`src/rtl/dds_pkg.sv`:
```
// Shared DDS serial-link definitions: FSM states, default register
// addresses, field widths and frame bit counts.
// Used by both dds_controller and dds_serial_receiver.
package dds_pkg;

    localparam int unsigned ADDR_W           = 13;
    localparam int unsigned INSTR_LEN        = 16;
    localparam int unsigned FREQ_W           = 48;
    localparam int unsigned PHASE_W          = 14;
    localparam int unsigned AMP_W            = 10;
    localparam int unsigned FREQ_FRAME_BITS  = 64;
    localparam int unsigned SHORT_FRAME_BITS = 32;
    localparam int unsigned SHIFT_W          = 64;
    localparam int unsigned BIT_CNT_W        = 7;
    localparam int unsigned ERR_CNT_W        = 8;

    localparam logic [ADDR_W-1:0] DDS_FREQ_ADDR  = 13'h01AB;
    localparam logic [ADDR_W-1:0] DDS_PHASE_ADDR = 13'h01AD;
    localparam logic [ADDR_W-1:0] DDS_AMP_ADDR   = 13'h040C;

    typedef enum logic [1:0] {
        ST_IDLE,
        ST_INSTR,
        ST_DATA,
        ST_CHECK
    } dds_state_t;

    // 16-bit instruction word as it appears on the wire (MSB first).
    typedef struct packed {
        logic              rw;
        logic [1:0]        len;
        logic [ADDR_W-1:0] addr;
    } dds_instr_t;

endpackage

```
`src/rtl/dds_rx_sync.sv`:
```
// N-stage synchronizer for one asynchronous input, with single-cycle
// rising/falling edge indications derived from the synchronized copy.
// Ports:
//   clk, rst   - clock, synchronous active-high reset (clears the chain)
//   d          - asynchronous input
//   q          - synchronized level
//   rise_c     - high for one cycle after q goes 0->1
//   fall_c     - high for one cycle after q goes 1->0
module dds_rx_sync #(
    parameter int unsigned STAGES = 2
) (
    input  logic clk,
    input  logic rst,
    input  logic d,
    output logic q,
    output logic rise_c,
    output logic fall_c
);

    logic [STAGES-1:0] chain;
    logic              q_prev;

    // Synchronizer chain plus one history flop for edge detection.
    always_ff @(posedge clk) begin
        if (rst) begin
            chain  <= '0;
            q_prev <= 1'b0;
        end else begin
            chain  <= {chain[STAGES-2:0], d};
            q_prev <= chain[STAGES-1];
        end
    end

    assign q      = chain[STAGES-1];
    assign rise_c = chain[STAGES-1] & ~q_prev;
    assign fall_c = ~chain[STAGES-1] & q_prev;

endmodule

```
`src/rtl/dds_serial_receiver.sv`:
```
// DDS-side model of the serial port driven by dds_controller. Decodes
// write frames into shadow registers and commits them to the outputs on
// io_update.
// Ports:
//   clk_in, reset_in          - clock, synchronous active-high reset
//   sclk_in, csb_in, sdio_in  - asynchronous serial clock/select/data
//   io_update_in              - commit strobe
//   dds_reset_in              - DDS reset line (clears decoded state)
//   freq_out/phase_out/amp_out            - committed words
//   freq_dv_out/phase_dv_out/amp_dv_out   - one-cycle commit pulses
//   frame_err_out             - one-cycle pulse on a malformed frame
//   err_cnt_out               - saturating error count, only when
//                               DDS_RX_ERR_CNT_EN is defined
module dds_serial_receiver
    import dds_pkg::*;
#(
    parameter int unsigned       SYNC_STAGES = 2,
    parameter logic [ADDR_W-1:0] FREQ_ADDR   = DDS_FREQ_ADDR,
    parameter logic [ADDR_W-1:0] PHASE_ADDR  = DDS_PHASE_ADDR,
    parameter logic [ADDR_W-1:0] AMP_ADDR    = DDS_AMP_ADDR
) (
    input  logic               clk_in,
    input  logic               reset_in,
    input  logic               sclk_in,
    input  logic               csb_in,
    input  logic               sdio_in,
    input  logic               io_update_in,
    input  logic               dds_reset_in,
    output logic [FREQ_W-1:0]  freq_out,
    output logic [PHASE_W-1:0] phase_out,
    output logic [AMP_W-1:0]   amp_out,
    output logic               freq_dv_out,
    output logic               phase_dv_out,
    output logic               amp_dv_out,
    output logic               frame_err_out
`ifdef DDS_RX_ERR_CNT_EN
    ,
    output logic [ERR_CNT_W-1:0] err_cnt_out
`endif
);

    // Synchronized inputs and edges.
    logic sclk_q_unused, sclk_rise, sclk_fall_unused;
    logic csb_q, csb_rise, csb_fall;
    logic sdio_q, sdio_rise_unused, sdio_fall_unused;
    logic io_q_unused, io_rise, io_fall_unused;
    logic dds_rst, dds_rst_rise_unused, dds_rst_fall_unused;

    dds_rx_sync #(.STAGES(SYNC_STAGES)) u_sync_sclk (
        .clk(clk_in), .rst(reset_in), .d(sclk_in),
        .q(sclk_q_unused), .rise_c(sclk_rise), .fall_c(sclk_fall_unused));
    dds_rx_sync #(.STAGES(SYNC_STAGES)) u_sync_csb (
        .clk(clk_in), .rst(reset_in), .d(csb_in),
        .q(csb_q), .rise_c(csb_rise), .fall_c(csb_fall));
    dds_rx_sync #(.STAGES(SYNC_STAGES)) u_sync_sdio (
        .clk(clk_in), .rst(reset_in), .d(sdio_in),
        .q(sdio_q), .rise_c(sdio_rise_unused), .fall_c(sdio_fall_unused));
    dds_rx_sync #(.STAGES(SYNC_STAGES)) u_sync_io (
        .clk(clk_in), .rst(reset_in), .d(io_update_in),
        .q(io_q_unused), .rise_c(io_rise), .fall_c(io_fall_unused));
    dds_rx_sync #(.STAGES(SYNC_STAGES)) u_sync_rst (
        .clk(clk_in), .rst(reset_in), .d(dds_reset_in),
        .q(dds_rst), .rise_c(dds_rst_rise_unused), .fall_c(dds_rst_fall_unused));

    dds_state_t           state_q, state_d;
    logic [SHIFT_W-1:0]   shift_q;
    logic [BIT_CNT_W-1:0] bit_cnt_q;
    dds_instr_t           instr_q;

    logic capture_c, check_c, enter_check_c;
    logic is_freq, is_phase, is_amp, cnt_long, cnt_short, len_ok, bad_frame;
    logic load_freq, load_phase, load_amp;

    logic [FREQ_W-1:0]  freq_sh;
    logic [PHASE_W-1:0] phase_sh;
    logic [AMP_W-1:0]   amp_sh;
    logic               pend_freq, pend_phase, pend_amp;
    logic               commit_req_q, commit_c;

    // State register.
    always_ff @(posedge clk_in) begin
        if (reset_in) begin
            state_q <= ST_IDLE;
        end else begin
            state_q <= state_d;
        end
    end

    // Next state and per-state controls; dds_reset overrides everything.
    always_comb begin
        state_d       = state_q;
        capture_c     = 1'b0;
        check_c       = 1'b0;
        enter_check_c = 1'b0;
        case (state_q)
            ST_IDLE: begin
                if (csb_fall) state_d = ST_INSTR;
            end
            ST_INSTR: begin
                capture_c = sclk_rise & ~csb_q;
                if (csb_rise) begin
                    state_d = ST_CHECK;
                end else if (bit_cnt_q == BIT_CNT_W'(INSTR_LEN)) begin
                    state_d = ST_DATA;
                end
            end
            ST_DATA: begin
                capture_c = sclk_rise & ~csb_q;
                if (csb_rise) state_d = ST_CHECK;
            end
            ST_CHECK: begin
                check_c = 1'b1;
                state_d = ST_IDLE;
            end
            default: state_d = ST_IDLE;
        endcase
        if (dds_rst) begin
            state_d   = ST_IDLE;
            capture_c = 1'b0;
            check_c   = 1'b0;
        end
        enter_check_c = (state_d == ST_CHECK) && (state_q != ST_CHECK);
    end

    // Shift register, saturating bit counter and instruction latch.
    always_ff @(posedge clk_in) begin
        if (reset_in || dds_rst) begin
            shift_q   <= '0;
            bit_cnt_q <= '0;
            instr_q   <= '0;
        end else if (state_q == ST_IDLE && csb_fall) begin
            shift_q   <= '0;
            bit_cnt_q <= '0;
        end else if (capture_c) begin
            shift_q <= {shift_q[SHIFT_W-2:0], sdio_q};
            if (bit_cnt_q != {BIT_CNT_W{1'b1}}) begin
                bit_cnt_q <= bit_cnt_q + BIT_CNT_W'(1);
            end
            if (bit_cnt_q == BIT_CNT_W'(INSTR_LEN - 1)) begin
                instr_q <= dds_instr_t'({shift_q[INSTR_LEN-2:0], sdio_q});
            end
        end
    end

    // Frame classification; stable from the csb rise through CHECK.
    assign is_freq   = (instr_q.addr == FREQ_ADDR);
    assign is_phase  = (instr_q.addr == PHASE_ADDR);
    assign is_amp    = (instr_q.addr == AMP_ADDR);
    assign cnt_long  = (bit_cnt_q == BIT_CNT_W'(FREQ_FRAME_BITS));
    assign cnt_short = (bit_cnt_q == BIT_CNT_W'(SHORT_FRAME_BITS));
    assign len_ok    = (is_freq & cnt_long) | ((is_phase | is_amp) & cnt_short);
    assign bad_frame = (bit_cnt_q < BIT_CNT_W'(INSTR_LEN)) | instr_q.rw
                     | ((is_freq | is_phase | is_amp) & ~len_ok);

    assign load_freq  = check_c & ~bad_frame & is_freq & cnt_long;
    assign load_phase = check_c & ~bad_frame & is_phase & cnt_short;
    assign load_amp   = check_c & ~bad_frame & is_amp & cnt_short;

    // A commit requested while CHECK runs waits one cycle so it includes
    // the frame just checked.
    assign commit_c = commit_req_q & (state_q != ST_CHECK);

    always_ff @(posedge clk_in) begin
        if (reset_in || dds_rst) begin
            commit_req_q <= 1'b0;
        end else begin
            commit_req_q <= io_rise | (commit_req_q & ~commit_c);
        end
    end

    // Shadows, pending bits, committed outputs and pulses.
    always_ff @(posedge clk_in) begin
        if (reset_in || dds_rst) begin
            freq_sh       <= '0;
            phase_sh      <= '0;
            amp_sh        <= '0;
            pend_freq     <= 1'b0;
            pend_phase    <= 1'b0;
            pend_amp      <= 1'b0;
            freq_out      <= '0;
            phase_out     <= '0;
            amp_out       <= '0;
            freq_dv_out   <= 1'b0;
            phase_dv_out  <= 1'b0;
            amp_dv_out    <= 1'b0;
            frame_err_out <= 1'b0;
        end else begin
            freq_dv_out   <= 1'b0;
            phase_dv_out  <= 1'b0;
            amp_dv_out    <= 1'b0;
            frame_err_out <= enter_check_c & bad_frame;
            if (commit_c) begin
                if (pend_freq) begin
                    freq_out    <= freq_sh;
                    freq_dv_out <= 1'b1;
                end
                if (pend_phase) begin
                    phase_out    <= phase_sh;
                    phase_dv_out <= 1'b1;
                end
                if (pend_amp) begin
                    amp_out    <= amp_sh;
                    amp_dv_out <= 1'b1;
                end
                pend_freq  <= 1'b0;
                pend_phase <= 1'b0;
                pend_amp   <= 1'b0;
            end
            if (load_freq) begin
                freq_sh   <= shift_q[FREQ_W-1:0];
                pend_freq <= 1'b1;
            end
            if (load_phase) begin
                phase_sh   <= shift_q[PHASE_W-1:0];
                pend_phase <= 1'b1;
            end
            if (load_amp) begin
                amp_sh   <= shift_q[AMP_W-1:0];
                pend_amp <= 1'b1;
            end
        end
    end

`ifdef DDS_RX_ERR_CNT_EN
    // Saturating frame error counter, cleared only by reset_in.
    always_ff @(posedge clk_in) begin
        if (reset_in) begin
            err_cnt_out <= '0;
        end else if (frame_err_out && (err_cnt_out != {ERR_CNT_W{1'b1}})) begin
            err_cnt_out <= err_cnt_out + ERR_CNT_W'(1);
        end
    end
`endif

    // Length code and the oldest shift bit carry no information here.
    logic unused_bits;
    assign unused_bits = ^{shift_q[SHIFT_W-1], instr_q.len};

endmodule
```
`config.mk`:
```
export PLATFORM = sky130hd
export DESIGN_NAME = dds_serial_receiver
export DESIGN_NICKNAME = d
export VERILOG_FILES = /design/src/rtl/dds_pkg.sv /design/src/rtl/dds_rx_sync.sv /design/src/rtl/dds_serial_receiver.sv
export SDC_FILE = /design/constraint.sdc
export NUM_CORES = 1
export LEC_CHECK = 0
export ABC_AREA = 1
export ABC_CLOCK_PERIOD_IN_PS = 4500
export CAP_MARGIN = 20
export CORE_MARGIN = 2
export CORE_UTILIZATION = 60
export CTS_CLUSTER_DIAMETER = 40
export DETAILED_ROUTE_END_ITERATION = 10
export PLACE_DENSITY = 0.87
export SYNTH_ARGS = -nofsm -noshare
export SYNTH_HDL_FRONTEND = slang
export SYNTH_SLANG_ARGS = --single-unit
```
`constraint.sdc`:
```
create_clock -name clk_in -period 4.5 [get_ports clk_in]
set_clock_uncertainty 0.2 [all_clocks]
set_input_delay 0.9 -clock clk_in [delete_from_list [all_inputs] [get_ports clk_in]]
set_output_delay 0.9 -clock clk_in [all_outputs]
set_load 0.01 [all_outputs]
```
# ---- Yosys cells after proc, flatten, opt, wreduce, memory -nomap -nowiden
# Cells that the tools add are included.
dict set report word_totals {
  output_inout_bits 76
  wordCells 107
  input_bits 7
  regBits 236
}
dict set report classes {
  n_reduce_logical 15
  n_eq_ne 13
  mux 17
  n_addsub 1
  bitwise_logic 33
  n_lt_le_gt_ge 1
}
# operator count
set ops {}
lappend ops {{== test 13 x 9 -> 1 bit, second input constant} 2}
lappend ops {{bitwise AND 1 bit} 18}
lappend ops {{== test 13 x 11 -> 1 bit, second input constant} 1}
lappend ops {{2-to-1 mux 1 bit} 11}
lappend ops {{2-to-1 mux 2 bit} 5}
lappend ops {{NOT 1 bit} 8}
lappend ops {{case mux 2 bit (4 select lines)} 1}
lappend ops {{AND reduction 2 bit} 4}
lappend ops {{adder 7 x 1 -> 7 bit, second input constant} 1}
lappend ops {{== test 7 x 4 -> 1 bit, second input constant} 1}
lappend ops {{== test 7 x 5 -> 1 bit, second input constant} 1}
lappend ops {{== test 7 x 6 -> 1 bit, second input constant} 1}
lappend ops {{== test 7 bit, second input constant} 1}
lappend ops {{less-than comparator 7 x 5 -> 1 bit, second input constant} 1}
lappend ops {{inequality test 7 bit, second input constant} 1}
lappend ops {{OR 1 bit} 7}
lappend ops {{== test 2 bit, second input constant} 3}
lappend ops {{nonzero test 2 bit} 3}
lappend ops {{OR reduction 2 bit} 3}
lappend ops {{AND reduction 3 bit} 1}
lappend ops {{== test 2 x 1 -> 1 bit, second input constant} 1}
lappend ops {{logical AND 1 bit} 2}
lappend ops {{zero test 2 bit} 1}
lappend ops {{inequality test 2 bit, second input constant} 1}
lappend ops {{logical OR 1 bit} 1}

# ---- Depth between registers and ports, before layout
# Gate-level depths: netlist of run 1.
dict set report logic_depth {
  ltp_word 12
  mapped_depth 13
  mapped_depth_nobuf 12
}

# ---- By module
# From an unflattened synthesis of run 1, not the netlist that was laid out.
dict set report unflattened {
  hier_cells 1254
  hier_area_um2 9116.2
}
# module cells_each seq_area_each_um2 n_inst area_each_um2
set modules_own_cells {}
lappend modules_own_cells {dds_serial_receiver 1194 4464.3 1 8647.0}
lappend modules_own_cells {dds_rx_sync 12 60.1 5 93.8}

# ---- Worst setup path before layout of run 1
# No wires, ideal clock.
dict set report synth_timing {
  path_type {input -> register}
  startpoint {input port reset_in}
  endpoint {register freq_sh[41]}
  path_buffers 2
  required_ns 4.230
  setup_time_ns 0.070
  slack_ns 2.471
  stages 5
  arrival_ns 1.759
  path_cell_list {nor2_1 clkbuf_1 clkbuf_1 o21ai_0 a21oi_1}
}
dict set report synth_via {
  elab_chain_cells 1
}
# item line_no
set synth_lines {}
lappend synth_lines {{start: declaration} dds_serial_receiver.sv:23} ;# input logic reset_in,
lappend synth_lines {{logical OR 1 bit} dds_serial_receiver.sv:173} ;# if (reset_in || dds_rst) begin
lappend synth_lines {{end signal: assignment} dds_serial_receiver.sv:210} ;# freq_sh <= shift_q[FREQ_W-1:0];
lappend synth_lines {{end: declaration} dds_serial_receiver.sv:74} ;# logic [FREQ_W-1:0] freq_sh;
# Every way passes these cells.
# A chain may end at the register's enable or synchronous reset.

# ---- Final worst setup path of run 1
dict set report layout_timing {
  startpoint {input port reset_in}
  endpoint {register shift_q[42]}
}
dict set report layout_via {
  elab_chain_cells 2
}
# item line_no
set layout_lines {}
lappend layout_lines {{logical OR 1 bit} dds_serial_receiver.sv:127} ;# if (reset_in || dds_rst) begin
lappend layout_lines {{OR reduction 2 bit (no source line)} n/a}
lappend layout_lines {{end signal: assignment} dds_serial_receiver.sv:135} ;# shift_q <= {shift_q[SHIFT_W-2:0], sdio_q};
lappend layout_lines {{end: declaration} dds_serial_receiver.sv:66} ;# logic [SHIFT_W-1:0] shift_q;
# Every way passes these cells.

==> impl_metrics.py, run 1 <==
metrics = {
    "status": {
        "status": "finished clean",
    },
    "yosys": {
        "yosysWarnings": 0,
        "synth_seq_area_share_pct": 53.8,
        "syn_nets": 1152,
        "synth.largest_area_cell": "dfxtp_1",
        "syn_area_sq_mm": 0.00879,
        "avgSynthCellArea_sq_um": 7.72,
        "ys_ff_latch": 236,
        "synth_top_area_share_pct": 53.8,
        "synthTopCellsByArea": "dfxtp_1 54%, a21oi_1 8.5%, nor2_1 7.1%, nand2_1 6.7%, o21ai_0 5.9%",
        "ys_types": 28,
        "synth_cells": 1138,
    },
    "global_route": {
        "grt_max_degree": 61,
        "grt_pass1_wl_mm": 33.2,
        "grt_pass1_vias": 6990,
        "antenna_found_initial": 0,
        "grt_usage_pct": 24.9,
        "overflow": 0,
    },
    "floorplan": {
        "start_util_pct": 60.9,
        "die_h_um": 125,
        "core_area_sq_mm": 0.0144,
        "rows": 44,
        "die_w_um": 125,
        "io_pins": 83,
        "die-area_sq_mm": 0.0156,
    },
    "detailed_routing": {
        "drc": 0,
        "drt_iter0_drc": 692,
        "vias_per_cell": 5.45,
        "vias": 7561,
        "finalWirelength_mm": 20.0,
        "wire_per_inst_um": 14.4,
        "drt-pass1-iter-count": 5,
        "antenna_left": 0,
    },
    "min_path": {
        "worst_hold_path_type": "flip-flop to flip-flop",
        "min_to": "u_sync_sdio.chain[1]",
        "holdPathStages": 2,
        "hold_start": "u_sync_sdio.chain[0]",
    },
    "setup_path": {
        "path_cells": "clkdlybuf4s50_1 -> buf_4 -> nor2_4 -> nand2_1 -> inv_1 -> buf_12 -> o21ai_0 -> nor2_1",
        "cp_max_fo": 41,
        "r2r_end": "freq_sh[25]",
        "crit_family": "buffers and inverters",
        "critPathMaxStageDelay_ps": 440,
        "worstRegToRegCells": 10,
        "cp_slowest_cell": "nor2_4",
        "crit_arrival_ps": 3090,
        "crit_buf_inv": 4,
        "critPathKind": "input pin to flip-flop",
        "cp-start-kind": "input pin",
        "cp.required_ps": 4760,
        "worst_setup_path_end_kind": "flip-flop",
        "r2r_slack_ps": 1750,
        "reg2reg_from": "bit_cnt_q[0]",
    },
    "clock_tree": {
        "clock-sinks": 236,
        "cts_setup_buffers": 0,
        "clock_latency_ps": 530,
        "cts_buffers": 27,
        "clkTransAtPathRegs_ps": 60,
        "clk_path_buf_depth": 3,
        "h-tree-depth": 1,
        "root_buffer": "clkbuf_16",
        "post_cts_resized": 0,
        "cts_hold_buffers": 0,
        "cts_tree": "built",
    },
    "timing": {
        "drv_slew": 0,
        "rsz0062_at_grt": "no",
        "period_share_pct": 62.9,
        "setup_viol": 0,
        "fmax_ghz": 0.353,
        "finalCriticalPeriod_ps": 2830,
        "hold_viol": 0,
        "worst_pin_slew_ps": 1050,
        "slew_headroom_pct": 30.3,
        "timing.hold.ws_ps": 197,
        "finalSetupTns_ps": 0,
    },
    "pwr": {
        "power.density_mw_per_mm2": 429,
        "vdd_drop_max_uv": 326,
        "leakagePower_nw": 3.92,
    },
    "placement": {
        "numPortBuffers": 82,
        "place.gp.congestion": 0.808,
        "dp_hpwl_mm": 11.6,
    },
    "layout": {
        "drive_above_1_share_pct": 5.73,
        "final_common_cell": "dfxtp_1",
        "fillers": 1087,
        "synthToLayoutAreaGrowth_pct": 19.9,
        "nNetsFinal": 1197,
        "antenna_cells": 0,
        "final_util_pct": 73.1,
        "final_cell_mix": "235 x dfxtp_1, 165 x nor2_1, 158 x nand2_1",
        "seqCellArea_sq_mm": 0.00473,
        "multi_input_area_sq_mm": 0.00326,
    },
    "run": {
        "drv_cap": 0,
    },
}
-- worst register-to-register path: cells and delay by family (launching register included) --
kind,cells,cell delay (ps)
AND/OR/NAND/NOR,4,870
AO/OA/AOI/OAI,2,350
buffers and inverters,3,740
flip-flops,1,320
adder cells (fa/ha/maj),1,150
-- sequential cells by signal, summed over array words and instances (netlist names), 2 cells and up --
register,cells
phase_sh,14
phase_out,14
shift_q,48
u_sync_rst.chain,2
u_sync_sclk.chain,2
freq_out,48
u_sync_sdio.chain,2
instr_q,14
freq_sh,48
state_q,2
bit_cnt_q,7
amp_out,10
amp_sh,10
u_sync_csb.chain,2
u_sync_io.chain,2
-- per-stage QoR --
step | power, W | cells | worst slack (ps) | area (sq um)
6_report | 0.00452 | 1388 | 1670 | 10500
5_1_grt | 0.00465 | 1388 | 1450 | 10500
4_1_cts | 0.00454 | 1388 | 1730 | 10500
3_5_place_dp | 0.00228 | 1338 | 1240 | 9590
3_3_place_gp | 0.00228 | 1338 | 1320 | 9590
2_1_floorplan | 0.00225 | 1138 | 2470 | 8790
-- worst max path at each step --
stage / from / end / cells past startpoint
4_1_cts: reset_in / shift_q[42] / 8
2_1_floorplan: reset_in / freq_sh[41] / 5
6_report: reset_in / shift_q[42] / 8
3_5_place_dp: reset_in / instr_q[6] / 6
5_1_grt: bit_cnt_q[0] / freq_sh[33] / 10
3_3_place_gp: reset_in / instr_q[5] / 6
-- cells in the mapped netlist --
cell type,number
nand4_1,4
nor2_2,1
nor3_1,6
o21ai_0,104
a2bb2oi_1,1
a21oi_1,149
inv_2,1
a211oi_1,13
a31oi_1,1
clkbuf_1,49
nand4_2,1
buf_1,10
buf_6,6
nand3_1,80
ha_1,7
nor3_2,1
nor2_4,1
nor2_1,166
inv_1,126
a21oi_2,1
nand4_4,1
or2_1,1
nand3_2,2
dfxtp_1,236
nor4_1,1
buf_2,10
nand3b_1,1
nand2_1,158
-- final cells by class --
| class | count | share of cell area, % |
|---|---|---|
| inverters | 127 | 4.52 |
| well taps | 184 | 2.18 |
| clock buffers | 33 | 6.91 |
| clock inverters | 17 | 2.11 |
| flip-flops and latches | 236 | 44.8 |
| repair buffers | 91 | 8.55 |
| multi-input cells | 700 | 30.9 |
-- where the power goes --
| part | total [W] | leakage (nW) | internal [W] | switching [W] |
|---|---|---|---|---|
| clock network | 0.00227 | 0.450 | 0.00139 | 0.000879 |
| logic | 0.000129 | 1.57 | 0.0000370 | 0.0000921 |
| registers | 0.00211 | 1.90 | 0.00210 | 0.0000105 |
-- kinds of logic (layout without fill, tap and decap cells) --
logic type | Yosys count | after routing | share of synthesized area, %
AO/OA/AOI/OAI | 269 | 269 | 15.8
adder cells (fa/ha/maj) | 7 | 7 | 0.997
buffers and inverters | 202 | 268 | 9.28
flip-flops | 236 | 236 | 53.8
AND/OR/NAND/NOR | 424 | 424 | 20.2
-- layer usage --
metal	up-vias	global-route usage (%)	wire length, um
li1	3739	-	-
met1	3494	31.7	8430
met2	273	42.9	9760
met3	55	3.51	1150
met4	0	10.1	644
met5	-	0	0
(Power assumes the default switching activity.)
==> run 2: changes to the inputs <==
--- a/config.mk
+++ b/config.mk
@@ -6,13 +6,13 @@
 export NUM_CORES = 1
 export LEC_CHECK = 0
 export ABC_AREA = 1
-export ABC_CLOCK_PERIOD_IN_PS = 4500
+export ABC_CLOCK_PERIOD_IN_PS = 2600
 export CAP_MARGIN = 20
 export CORE_MARGIN = 2
-export CORE_UTILIZATION = 60
+export CORE_UTILIZATION = 51
 export CTS_CLUSTER_DIAMETER = 40
 export DETAILED_ROUTE_END_ITERATION = 10
-export PLACE_DENSITY = 0.87
+export PLACE_DENSITY = 0.79
 export SYNTH_ARGS = -nofsm -noshare
 export SYNTH_HDL_FRONTEND = slang
 export SYNTH_SLANG_ARGS = --single-unit
==> constraint.sdc (replaced) <==
create_clock -name clk_in -period 2.6 [get_ports clk_in]
set_clock_uncertainty 0.2 [all_clocks]
set_input_delay 0.52 -clock clk_in [delete_from_list [all_inputs] [get_ports clk_in]]
set_output_delay 0.52 -clock clk_in [all_outputs]
set_load 0.01 [all_outputs]
==> impl_metrics.py, run 2 (synthesized netlist as in run 1, its figures left out) <==
metrics = {
    "clock_tree": {
        "clock-sinks": 236,
        "cts_tree": "built",
        "clk_path_buf_depth": 3,
        "cts_hold_buffers": 0,
        "h-tree-depth": 1,
        "cts_buffers": 27,
        "cts_setup_buffers": 0,
        "clock_latency_ps": 510,
        "post_cts_resized": 0,
        "clkTransAtPathRegs_ps": 60,
        "root_buffer": "clkbuf_16",
    },
    "pwr": {
        "p_seq_share_pct": 48.4,
        "p_comb_share_pct": 3.1,
        "leakagePower_nw": 3.96,
        "power.density_mw_per_mm2": 711,
        "p_sw_share_pct": 20.9,
        "p_sw_w": 0.00158,
        "clockPowerShare_pct": 48.5,
        "intPower_w": 0.00598,
        "vdd_drop_max_uv": 505,
    },
    "timing": {
        "drv_slew": 0,
        "fmax_ghz": 0.428,
        "finalCriticalPeriod_ps": 2340,
        "slew_headroom_pct": 62.8,
        "worst_pin_slew_ps": 557,
        "setup_viol": 0,
        "period_share_pct": 89.9,
        "finalSetupTns_ps": 0,
        "hold_viol": 0,
        "rsz0062_at_grt": "no",
    },
    "layout": {
        "fillers": 1420,
        "antenna_cells": 0,
        "synthToLayoutAreaGrowth_pct": 20.9,
        "nNetsFinal": 1205,
        "drive_above_1_share_pct": 5.89,
        "final_common_cell": "dfxtp_1",
        "final_cell_mix": "235 x dfxtp_1, 165 x nor2_1, 157 x nand2_1",
        "final_util_pct": 63.6,
        "largestRegisters": "freq_out (48), freq_sh (48), shift_q (48)",
    },
    "setup_path": {
        "cp_slowest_cell": "a21oi_1",
        "crit_buf_inv": 2,
        "cp.required_ps": 2790,
        "r2r_slack_ps": 260,
        "crit_family": "compound AO/OA/AOI/OAI gates",
        "cp_max_fo": 25,
        "worst_setup_path_end_kind": "flip-flop",
        "r2r_end": "bit_cnt_q[5]",
        "crit_arrival_ps": 2530,
        "worstRegToRegCells": 8,
        "critPathKind": "flip-flop to flip-flop",
        "path_cells": "inv_1 -> ha_1 -> nand3_2 -> buf_4 -> a21oi_1 -> nand2_1 -> o21ai_0 -> a21oi_1",
        "critPathMaxStageDelay_ps": 410,
        "cp-start-kind": "flip-flop",
        "crit_top_cell": "a21oi_1",
        "reg2reg_from": "state_q[1]",
    },
    "detailed_routing": {
        "drt_iter0_drc": 641,
        "wire_per_inst_um": 13.5,
        "vias": 7391,
        "drt-pass1-iter-count": 6,
        "drc": 0,
        "finalWirelength_mm": 19.2,
        "antenna_left": 0,
        "vias_per_cell": 5.19,
    },
    "floorplan": {
        "die_w_um": 135,
        "rows": 47,
        "start_util_pct": 52.6,
        "io_pins": 83,
        "core_area_sq_mm": 0.0167,
        "die-area_sq_mm": 0.0183,
        "die_h_um": 135,
    },
    "min_path": {
        "worst_hold_path_type": "flip-flop to flip-flop",
        "min_to": "u_sync_csb.chain[1]",
        "hold_start": "u_sync_csb.chain[0]",
        "holdPathStages": 2,
    },
    "global_route": {
        "overflow": 0,
        "grt_usage_pct": 20.9,
        "grt_pass1_wl_mm": 31.8,
        "grt_pass1_vias": 6714,
        "antenna_found_initial": 0,
        "grt_max_degree": 98,
    },
    "status": {
        "status": "finished clean",
    },
    "placement": {
        "place.gp.congestion": 0.853,
        "numPortBuffers": 82,
        "dp_hpwl_mm": 11.9,
    },
    "run": {
        "drv_cap": 0,
    },
}
run 2: cell types whose count changed in the layout (fill, tap and decap cells not counted):
cell	before	now
clkinvlp_4	5	2
nand2_2	0	1
bufinv_16	4	3
nand2_1	158	157
buf_12	1	6
inv_6	1	0
clkinv_2	2	3
clkinv_4	4	2
inv_8	1	0
buf_4	8	11
run 2: routing by layer:
metal,share of wire (%),routed length (um),global-route usage [%],vias up
li1,-,-,-,3749
met1,46,8930,28.1,3417
met2,46,8860,35.1,192
met3,5.2,1000,3.55,33
met4,2.2,422,5.21,0
met5,0,0,0,-
run 2: area by class of cell:
cell class	instances	area, sq um	area share [%]
flip-flops and latches	236	4730	44.5
multi-input cells	700	3260	30.7
repair buffers	99	1020	9.63
clock buffers	33	728	6.85
inverters	127	477	4.49
well taps	220	275	2.59
clock inverters	10	138	1.30
run 2: worst reg2reg max path: cells and delay by family (launching register included):
kind / cells / cell delay [ps]
DFF: 1 / 380
AOI/OAI and AO/OA: 3 / 690
buffers and inverters: 2 / 350
adders and majority gates: 1 / 310
and+or+nand+nor: 2 / 290
run 2: worst max path at each step:
stage                     slack (ps)  cells after the start            end  startpoint
after global placement           370                      8   bit_cnt_q[5]  state_q[1]
after global routing             130                      9   bit_cnt_q[5]  state_q[1]
after detailed placement         340                      7  frame_err_out    reset_in
after floorplan                  780                      9    instr_q[10]  state_q[1]
after CTS                        320                      8   bit_cnt_q[5]  state_q[1]
final                            260                      8   bit_cnt_q[5]  state_q[1]
run 2: stage by stage:
step	instances	instance area (sq um)	hold WS (ps)	worst slack, ps	power [W]
2_1_floorplan	1138	8790	188	775	0.00389
4_1_cts	1425	10600	201	319	0.00761
3_5_place_dp	1382	9760	195	338	0.00397
3_3_place_gp	1382	9760	191	366	0.00396
5_1_grt	1425	10600	211	129	0.00780
6_report	1425	10600	199	262	0.00756
run 2: power groups by stage:
stage,Sequential [W],Clock (W),Combinational [W]
after global placement,0.00374,0,0.000225
final,0.00366,0.00366,0.000236
after CTS,0.00366,0.00372,0.000234
after global routing,0.00366,0.00387,0.000266
after detailed placement,0.00374,0,0.000232
after floorplan,0.00373,0,0.000160
